**src/rtl/seven_seg_pkg.sv**
```systemverilog
`default_nettype none
// ============================================================================
//  Module      : seven_seg_pkg
//  Description : Shared types and active-low segment patterns for the
//                common-anode 6-digit scan driver. Bit order {g,f,e,d,c,b,a}.
//  Revision    : 1.0 - initial release
// ============================================================================
package seven_seg_pkg;

    typedef logic [6:0] seg_t;

    // All segments dark, and the dash (segment g only) used for nibbles A-F
    localparam seg_t SEG_OFF  = 7'h7F;
    localparam seg_t SEG_DASH = 7'h3F;

    // Decimal digit patterns, active-low
    localparam seg_t SEG_0 = 7'h40;
    localparam seg_t SEG_1 = 7'h79;
    localparam seg_t SEG_2 = 7'h24;
    localparam seg_t SEG_3 = 7'h30;
    localparam seg_t SEG_4 = 7'h19;
    localparam seg_t SEG_5 = 7'h12;
    localparam seg_t SEG_6 = 7'h02;
    localparam seg_t SEG_7 = 7'h78;
    localparam seg_t SEG_8 = 7'h00;
    localparam seg_t SEG_9 = 7'h10;

endpackage
`default_nettype wire

```
**src/rtl/bcd_to_7seg.sv**
```systemverilog
`default_nettype none
// ============================================================================
//  Module      : bcd_to_7seg
//  Description : Combinational BCD nibble to active-low 7-segment decoder.
//                Non-decimal nibbles render as a dash.
//  Revision    : 1.0 - initial release
// ============================================================================
module bcd_to_7seg
    import seven_seg_pkg::*;
(
    input  logic [3:0] i_nibble,
    output seg_t       o_seg
);

    // Table lookup; A-F fall through to the dash pattern
    always_comb begin
        o_seg = SEG_DASH;
        case (i_nibble)
            4'd0:    o_seg = SEG_0;
            4'd1:    o_seg = SEG_1;
            4'd2:    o_seg = SEG_2;
            4'd3:    o_seg = SEG_3;
            4'd4:    o_seg = SEG_4;
            4'd5:    o_seg = SEG_5;
            4'd6:    o_seg = SEG_6;
            4'd7:    o_seg = SEG_7;
            4'd8:    o_seg = SEG_8;
            4'd9:    o_seg = SEG_9;
            default: o_seg = SEG_DASH;
        endcase
    end

endmodule
`default_nettype wire

```
**src/rtl/seven_seg_scan_driver.sv**
```systemverilog
`default_nettype none
// ============================================================================
//  Module      : seven_seg_scan_driver
//  Description : Time-multiplexes a 6-digit packed BCD value with decimal
//                points onto a common-anode display (active-low anodes and
//                segments). Input is snapshotted once per frame, leading
//                zeros may be blanked, and every digit change is preceded by
//                an all-anodes-off guard interval.
//  Revision    : 1.0 - initial release
// ============================================================================
module seven_seg_scan_driver
    import seven_seg_pkg::*;
#(
    parameter int CLK_FREQ_HZ   = 100_000_000,
    parameter int DIGIT_RATE_HZ = 6_000,
    parameter int GUARD_CYCLES  = 4,
    parameter int NUM_DIGITS    = 6
) (
    input  logic        clk,
    input  logic        rst,
    input  logic [23:0] bcd_data_in,
    input  logic [5:0]  dp_in,
    input  logic        blank_en,
    output logic [5:0]  an_out,
    output logic [6:0]  seg_out,
    output logic        dp_out,
    output logic        frame_tick
);

    localparam int TICK_DIV = CLK_FREQ_HZ / DIGIT_RATE_HZ;
    localparam int PW       = (TICK_DIV > 1) ? $clog2(TICK_DIV) : 1;
    localparam int GW       = (GUARD_CYCLES > 0) ? $clog2(GUARD_CYCLES + 1) : 1;

    localparam logic [PW-1:0] TICK_LAST = PW'(TICK_DIV - 1);
    localparam logic [GW-1:0] GUARD_MAX = GW'(GUARD_CYCLES);
    localparam logic [2:0]    IDX_LAST  = 3'd5;

    // Reject configurations the scan timing cannot honour
    generate
        if (NUM_DIGITS != 6) begin : g_bad_num_digits
            $error("seven_seg_scan_driver: NUM_DIGITS must be 6");
        end
        if (TICK_DIV < GUARD_CYCLES + 2) begin : g_bad_tick_div
            $error("seven_seg_scan_driver: TICK_DIV must be at least GUARD_CYCLES+2");
        end
    endgenerate

    logic [PW-1:0] r_prescale;
    logic [2:0]    r_idx;
    logic [GW-1:0] r_guard;
    logic [23:0]   r_snap_bcd;
    logic [5:0]    r_snap_dp;
    logic          r_frame_tick;
    logic [5:0]    r_an;
    seg_t          r_seg;
    logic          r_dp;

    logic          w_tick;
    logic          w_frame_end;
    logic          w_guard_done;
    logic [5:0]    w_blankable;
    logic [5:0]    w_onehot;
    logic [3:0]    w_nibble;
    logic          w_dp_req;
    logic          w_blank_sel;
    logic          w_digit_on;
    seg_t          w_seg_dec;
    logic [5:0]    w_an_next;
    seg_t          w_seg_next;
    logic          w_dp_next;

    assign w_tick       = (r_prescale == TICK_LAST);
    assign w_frame_end  = w_tick && (r_idx == IDX_LAST);
    assign w_guard_done = (r_guard == GUARD_MAX);

    // Prescaler wraps every TICK_DIV clocks; digit index follows on each tick
    always_ff @(posedge clk) begin
        if (rst) begin
            r_prescale <= '0;
            r_idx      <= 3'd0;
        end else if (w_tick) begin
            r_prescale <= '0;
            r_idx      <= (r_idx == IDX_LAST) ? 3'd0 : r_idx + 3'd1;
        end else begin
            r_prescale <= r_prescale + PW'(1);
        end
    end

    // Guard counter restarts at each digit change and saturates when done
    always_ff @(posedge clk) begin
        if (rst) begin
            r_guard <= '0;
        end else if (w_tick) begin
            r_guard <= '0;
        end else if (!w_guard_done) begin
            r_guard <= r_guard + GW'(1);
        end
    end

    // Capture the display value only at the frame boundary to avoid tearing
    always_ff @(posedge clk) begin
        if (rst) begin
            r_snap_bcd   <= '0;
            r_snap_dp    <= '0;
            r_frame_tick <= 1'b0;
        end else begin
            r_frame_tick <= w_frame_end;
            if (w_frame_end) begin
                r_snap_bcd <= bcd_data_in;
                r_snap_dp  <= dp_in;
            end
        end
    end

    // A digit is a leading zero when it and every more-significant digit are 0
    generate
        for (genvar gi = 0; gi < 6; gi++) begin : g_blank
            if (gi == 0) begin : g_lsd
                assign w_blankable[gi] = 1'b0;
            end else begin : g_upper
                assign w_blankable[gi] = ~|r_snap_bcd[23:4*gi];
            end
        end
    endgenerate

    // Select the nibble, decimal point and blanking state of the current digit
    always_comb begin
        w_nibble    = 4'h0;
        w_dp_req    = 1'b0;
        w_blank_sel = 1'b1;
        w_onehot    = 6'b000000;
        for (int i = 0; i < 6; i++) begin
            if (r_idx == 3'(i)) begin
                w_nibble    = r_snap_bcd[4*i +: 4];
                w_dp_req    = r_snap_dp[i];
                w_blank_sel = blank_en && w_blankable[i];
                w_onehot[i] = 1'b1;
            end
        end
    end

    bcd_to_7seg u_decode (
        .i_nibble (w_nibble),
        .o_seg    (w_seg_dec)
    );

    // Segments and decimal point are forced dark whenever no anode is driven
    always_comb begin
        w_digit_on = w_guard_done && !w_blank_sel;
        w_an_next  = 6'h3F;
        w_seg_next = SEG_OFF;
        w_dp_next  = 1'b1;
        if (w_digit_on) begin
            w_an_next  = ~w_onehot;
            w_seg_next = w_seg_dec;
            w_dp_next  = ~w_dp_req;
        end
    end

    // Register the pad outputs so they change cleanly, one cycle after state
    always_ff @(posedge clk) begin
        if (rst) begin
            r_an  <= 6'h3F;
            r_seg <= SEG_OFF;
            r_dp  <= 1'b1;
        end else begin
            r_an  <= w_an_next;
            r_seg <= w_seg_next;
            r_dp  <= w_dp_next;
        end
    end

    assign an_out     = r_an;
    assign seg_out    = r_seg;
    assign dp_out     = r_dp;
    assign frame_tick = r_frame_tick;

endmodule
`default_nettype wire

```
**config.mk**
```make
export PLATFORM = sky130hd
export DESIGN_NAME = seven_seg_scan_driver
export DESIGN_NICKNAME = d
export VERILOG_FILES = /design/src/rtl/seven_seg_pkg.sv /design/src/rtl/bcd_to_7seg.sv /design/src/rtl/seven_seg_scan_driver.sv
export SDC_FILE = /design/constraint.sdc
export NUM_CORES = 1
export LEC_CHECK = 0
export CAP_MARGIN = 40
export CORE_MARGIN = 5
export CORE_UTILIZATION = 50
export DETAILED_ROUTE_END_ITERATION = 10
export MAX_ROUTING_LAYER = met4
export PLACE_DENSITY = 0.76
export SLEW_MARGIN = 20
export SYNTH_ARGS = -nofsm -noshare
export SYNTH_HDL_FRONTEND = slang
export SYNTH_SLANG_ARGS = --single-unit
export TNS_END_PERCENT = 50
```
**constraint.sdc**
```tcl
create_clock -name clk -period 3.25 [get_ports clk]
set_clock_uncertainty 0.1 [all_clocks]
set_input_delay 0.4875 -clock clk [delete_from_list [all_inputs] [get_ports clk]]
set_output_delay 0.4875 -clock clk [all_outputs]
set_load 0.05 [all_outputs]
```
==> results.json <==
{
  "post_cts.resized_instances": 0,
  "total_count_of_max_transition_violations_in_the_final_report": 0,
  "syn-num-nets": 406,
  "worstMarginPinSlew_ns": 0.739,
  "synth_area_um2": 3000,
  "synthToLayoutAreaGrowth_pct": 27.1,
  "finalWirelength_um": 6580,
  "report.final.hold_viol_count": 0,
  "synth_sequential_area_ratio_pct": 44.1,
  "layout.cells.most_common": "sky130_fd_sc_hd__nand2_1",
  "cts-htree-levels": 3,
  "dieHeight_um": 87.4,
  "dp.final_hpwl_um": 4800,
  "die_area_um2": 7640,
  "worst_vdd_ir_v": 0.000400,
  "fmaxAchievable_ghz": 0.377,
  "grt_overflow_total": 0,
  "postSynth.topFlopCell": "sky130_fd_sc_hd__dfxtp_1",
  "static-leakage-power_nw": 1.36,
  "effective_utilization_at_floorplan_pct": 50.9,
  "ys_warn_count": 0,
  "cts_made_buffers": 9,
  "min_period_ns": 2.65,
  "crit_path_start_kind": "flop",
  "detail_route.first_pass.iterations": 4,
  "detail_route.drc_violations": 0,
  "fin_worst_hold_slack_ns": 0.360,
  "timing.critical_path.arrival_ns": 2.75,
  "routed-via-count": 2622,
  "grt_pass1_wl_um": 11200,
  "tritoncts": "built",
  "asyncSetResetFlopFracSynth_pct": 0,
  "route.detailed.vias_per_inst": 5.34,
  "antennaDiodeCount": 0,
  "timing_worst_setup_path_type": "flop to flop",
  "crit_required_ns": 3.35,
  "post_synth.cell_area_avg_um2": 8.26,
  "power-per-cell-area_nw_per_um2": 480,
  "post-route-period-util_pct": 81.7,
  "die_width_um": 87.4,
  "synth.ff_latch_count": 66,
  "ioPinCount": 48,
  "post_cts_hold_buffer_count": 0,
  "initialDrtViolationCount": 128,
  "timing.final.setup_violations": 0,
  "grt_util_all_layers_pct": 19.2,
  "slew_limit_headroom_pct": 50.4,
  "fin_nets": 454,
  "maximum_buffer_depth_of_the_clock_tree": 2,
  "grt_pass1_vias": 2494,
  "port_buffers": 47,
  "postSynthCellCount": 363,
  "count_of_flip_flops_with_a_built_in_enable_after_synthesis": 0,
  "placeableCoreArea_um2": 5890,
  "clk_root_buffer_cell": "sky130_fd_sc_hd__clkbuf_8",
  "post_synth_num_cell_types": 44,
  "insertion_delay_ns": 0.35,
  "worst-path-max-fanout": 14,
  "timing.max_cap.violations": 0,
  "wire_per_inst_um": 13.4,
  "grt_start_max_net_pins": 24,
  "row_count": 28,
  "grt_antenna_before_repair": 0,
  "finalSetupTns_ns": 0,
  "post_cts_buffers": 0,
  "most-common-layout-cells": "sky130_fd_sc_hd__nand2_1 (81), sky130_fd_sc_hd__dfxtp_1 (66), sky130_fd_sc_hd__clkdlybuf4s50_1 (47)",
  "setup_repair_after_global_routing_missed_its_margin": "no",
  "layout-drive-gt1-share_pct": 8.41,
  "cts_sinks": 66,
  "route.antenna.remaining_nets": 0,
  "worstHoldPathType": "flop to flop",
  "path_clk_slew_ns": 0.08,
  "crit_path_end_kind": "flop",
  "status": "completed",
  "gpl.final_weighted_congestion": 0.917
}
[layer usage]
layer / global-route usage [%] / share of wire [%] / vias up
li1: - / - / 1330
met1: 23.3 / 46 / 1196
met2: 30.0 / 46 / 86
met3: 5.49 / 6.7 / 10
met4: 7.53 / 1.5 / 0
met5: - / 0 / -
[cells by family after synthesis]
kind of cell	count (synthesis)	share of synthesized area (%)
xor+xnor	13	3.80
compound gates	74	15.1
buf+inv	32	5.30
simple gates	156	23.3
flops	66	44.1
fa+ha+maj	10	4.18
mux	12	4.22
[path summary, 6_finish.rpt]
check,from,to,slack [ns],cells past startpoint
max,r_idx[1]$_SDFFE_PP0N_,seg_out[0]$_SDFF_PP1_,0.60,9
min reg2reg,r_snap_dp[1]$_SDFFE_PP0P_,r_snap_dp[1]$_SDFFE_PP0P_,0.36,2
min,r_snap_dp[1]$_SDFFE_PP0P_,r_snap_dp[1]$_SDFFE_PP0P_,0.36,2
max reg2reg,r_idx[1]$_SDFFE_PP0N_,seg_out[0]$_SDFF_PP1_,0.60,9
[area by class of cell]
cell class / count / area [µm²]
fillers: 507 / 2080
clock inverters: 7 / 141
multi-input cells: 265 / 1520
repair buffers: 57 / 566
clock buffers: 9 / 124
flip-flops and latches: 66 / 1320
well taps: 75 / 93.8
inverters: 12 / 45.0
[flip-flops by register name (all words and copies together), names as in the netlist]
register,count
r_snap_bcd,24
r_prescale,15
seg_out,7
an_out,6
r_snap_dp,6
r_guard,3
r_idx,3
dp_out,1
frame_tick,1
[report_power, final]
part	switching (mW)	total [mW]	leakage [nW]	internal [mW]
registers	0.00806	0.827	0.533	0.819
clock network	0.318	0.905	0.129	0.587
logic	0.0423	0.0961	0.693	0.0537
[per-stage QoR]
stage | cell area (µm²) | worst slack, ns | std cells | util (%) | total power, mW
2_1_floorplan | 3000 | 0.531 | 363 | - | 0.888
3_3_place_gp | 3520 | 0.603 | 474 | 59.8 | 0.940
3_5_place_dp | 3540 | 0.627 | 475 | 60.2 | 0.942
4_1_cts | 3810 | 0.582 | 491 | 64.7 | 1.84
5_1_grt | 3810 | 0.331 | 491 | 64.7 | 1.89
6_report | 3810 | 0.595 | 491 | 64.7 | 1.83
[synth_stat cells, types with 2 or more instances]
master | number | area share [%]
sky130_fd_sc_hd__o21a_1 | 3 | 0.75
sky130_fd_sc_hd__and3_1 | 3 | 0.63
sky130_fd_sc_hd__dfxtp_1 | 66 | 44
sky130_fd_sc_hd__nand3_1 | 8 | 1.3
sky130_fd_sc_hd__buf_6 | 4 | 1.5
sky130_fd_sc_hd__xnor2_1 | 6 | 1.8
sky130_fd_sc_hd__inv_1 | 12 | 1.5
sky130_fd_sc_hd__or3_1 | 5 | 1.0
sky130_fd_sc_hd__ha_1 | 10 | 4.2
sky130_fd_sc_hd__nand2_1 | 81 | 10
sky130_fd_sc_hd__mux2i_1 | 7 | 2.3
sky130_fd_sc_hd__a211oi_1 | 4 | 1.0
sky130_fd_sc_hd__a221o_1 | 2 | 0.67
sky130_fd_sc_hd__a32oi_1 | 4 | 1.2
sky130_fd_sc_hd__clkbuf_1 | 8 | 1.0
sky130_fd_sc_hd__nor4_1 | 4 | 0.83
sky130_fd_sc_hd__nand4_1 | 2 | 0.42
sky130_fd_sc_hd__a21oi_1 | 40 | 6.7
sky130_fd_sc_hd__nor2b_1 | 4 | 0.83
sky130_fd_sc_hd__and2_1 | 2 | 0.42
sky130_fd_sc_hd__or4_1 | 2 | 0.50
sky130_fd_sc_hd__nand2b_1 | 4 | 0.83
sky130_fd_sc_hd__mux2_2 | 5 | 1.9
sky130_fd_sc_hd__nor3_1 | 7 | 1.2
sky130_fd_sc_hd__o211ai_1 | 3 | 0.75
sky130_fd_sc_hd__nor2_1 | 28 | 3.5
sky130_fd_sc_hd__buf_2 | 7 | 1.2
sky130_fd_sc_hd__o21ai_0 | 10 | 1.7
sky130_fd_sc_hd__xor2_1 | 7 | 2.0
[critical path: stages (launching register included)]
cell	delay (ns)
sky130_fd_sc_hd__dfxtp_1	0.34
sky130_fd_sc_hd__and2_1	0.13
sky130_fd_sc_hd__ha_1	0.47
sky130_fd_sc_hd__inv_1	0.22
sky130_fd_sc_hd__o21a_1	0.23
sky130_fd_sc_hd__a22oi_1	0.40
sky130_fd_sc_hd__inv_1	0.12
sky130_fd_sc_hd__ha_1	0.21
sky130_fd_sc_hd__mux2i_1	0.19
sky130_fd_sc_hd__a32oi_1	0.09
Power figures use the tool's default switching activity.
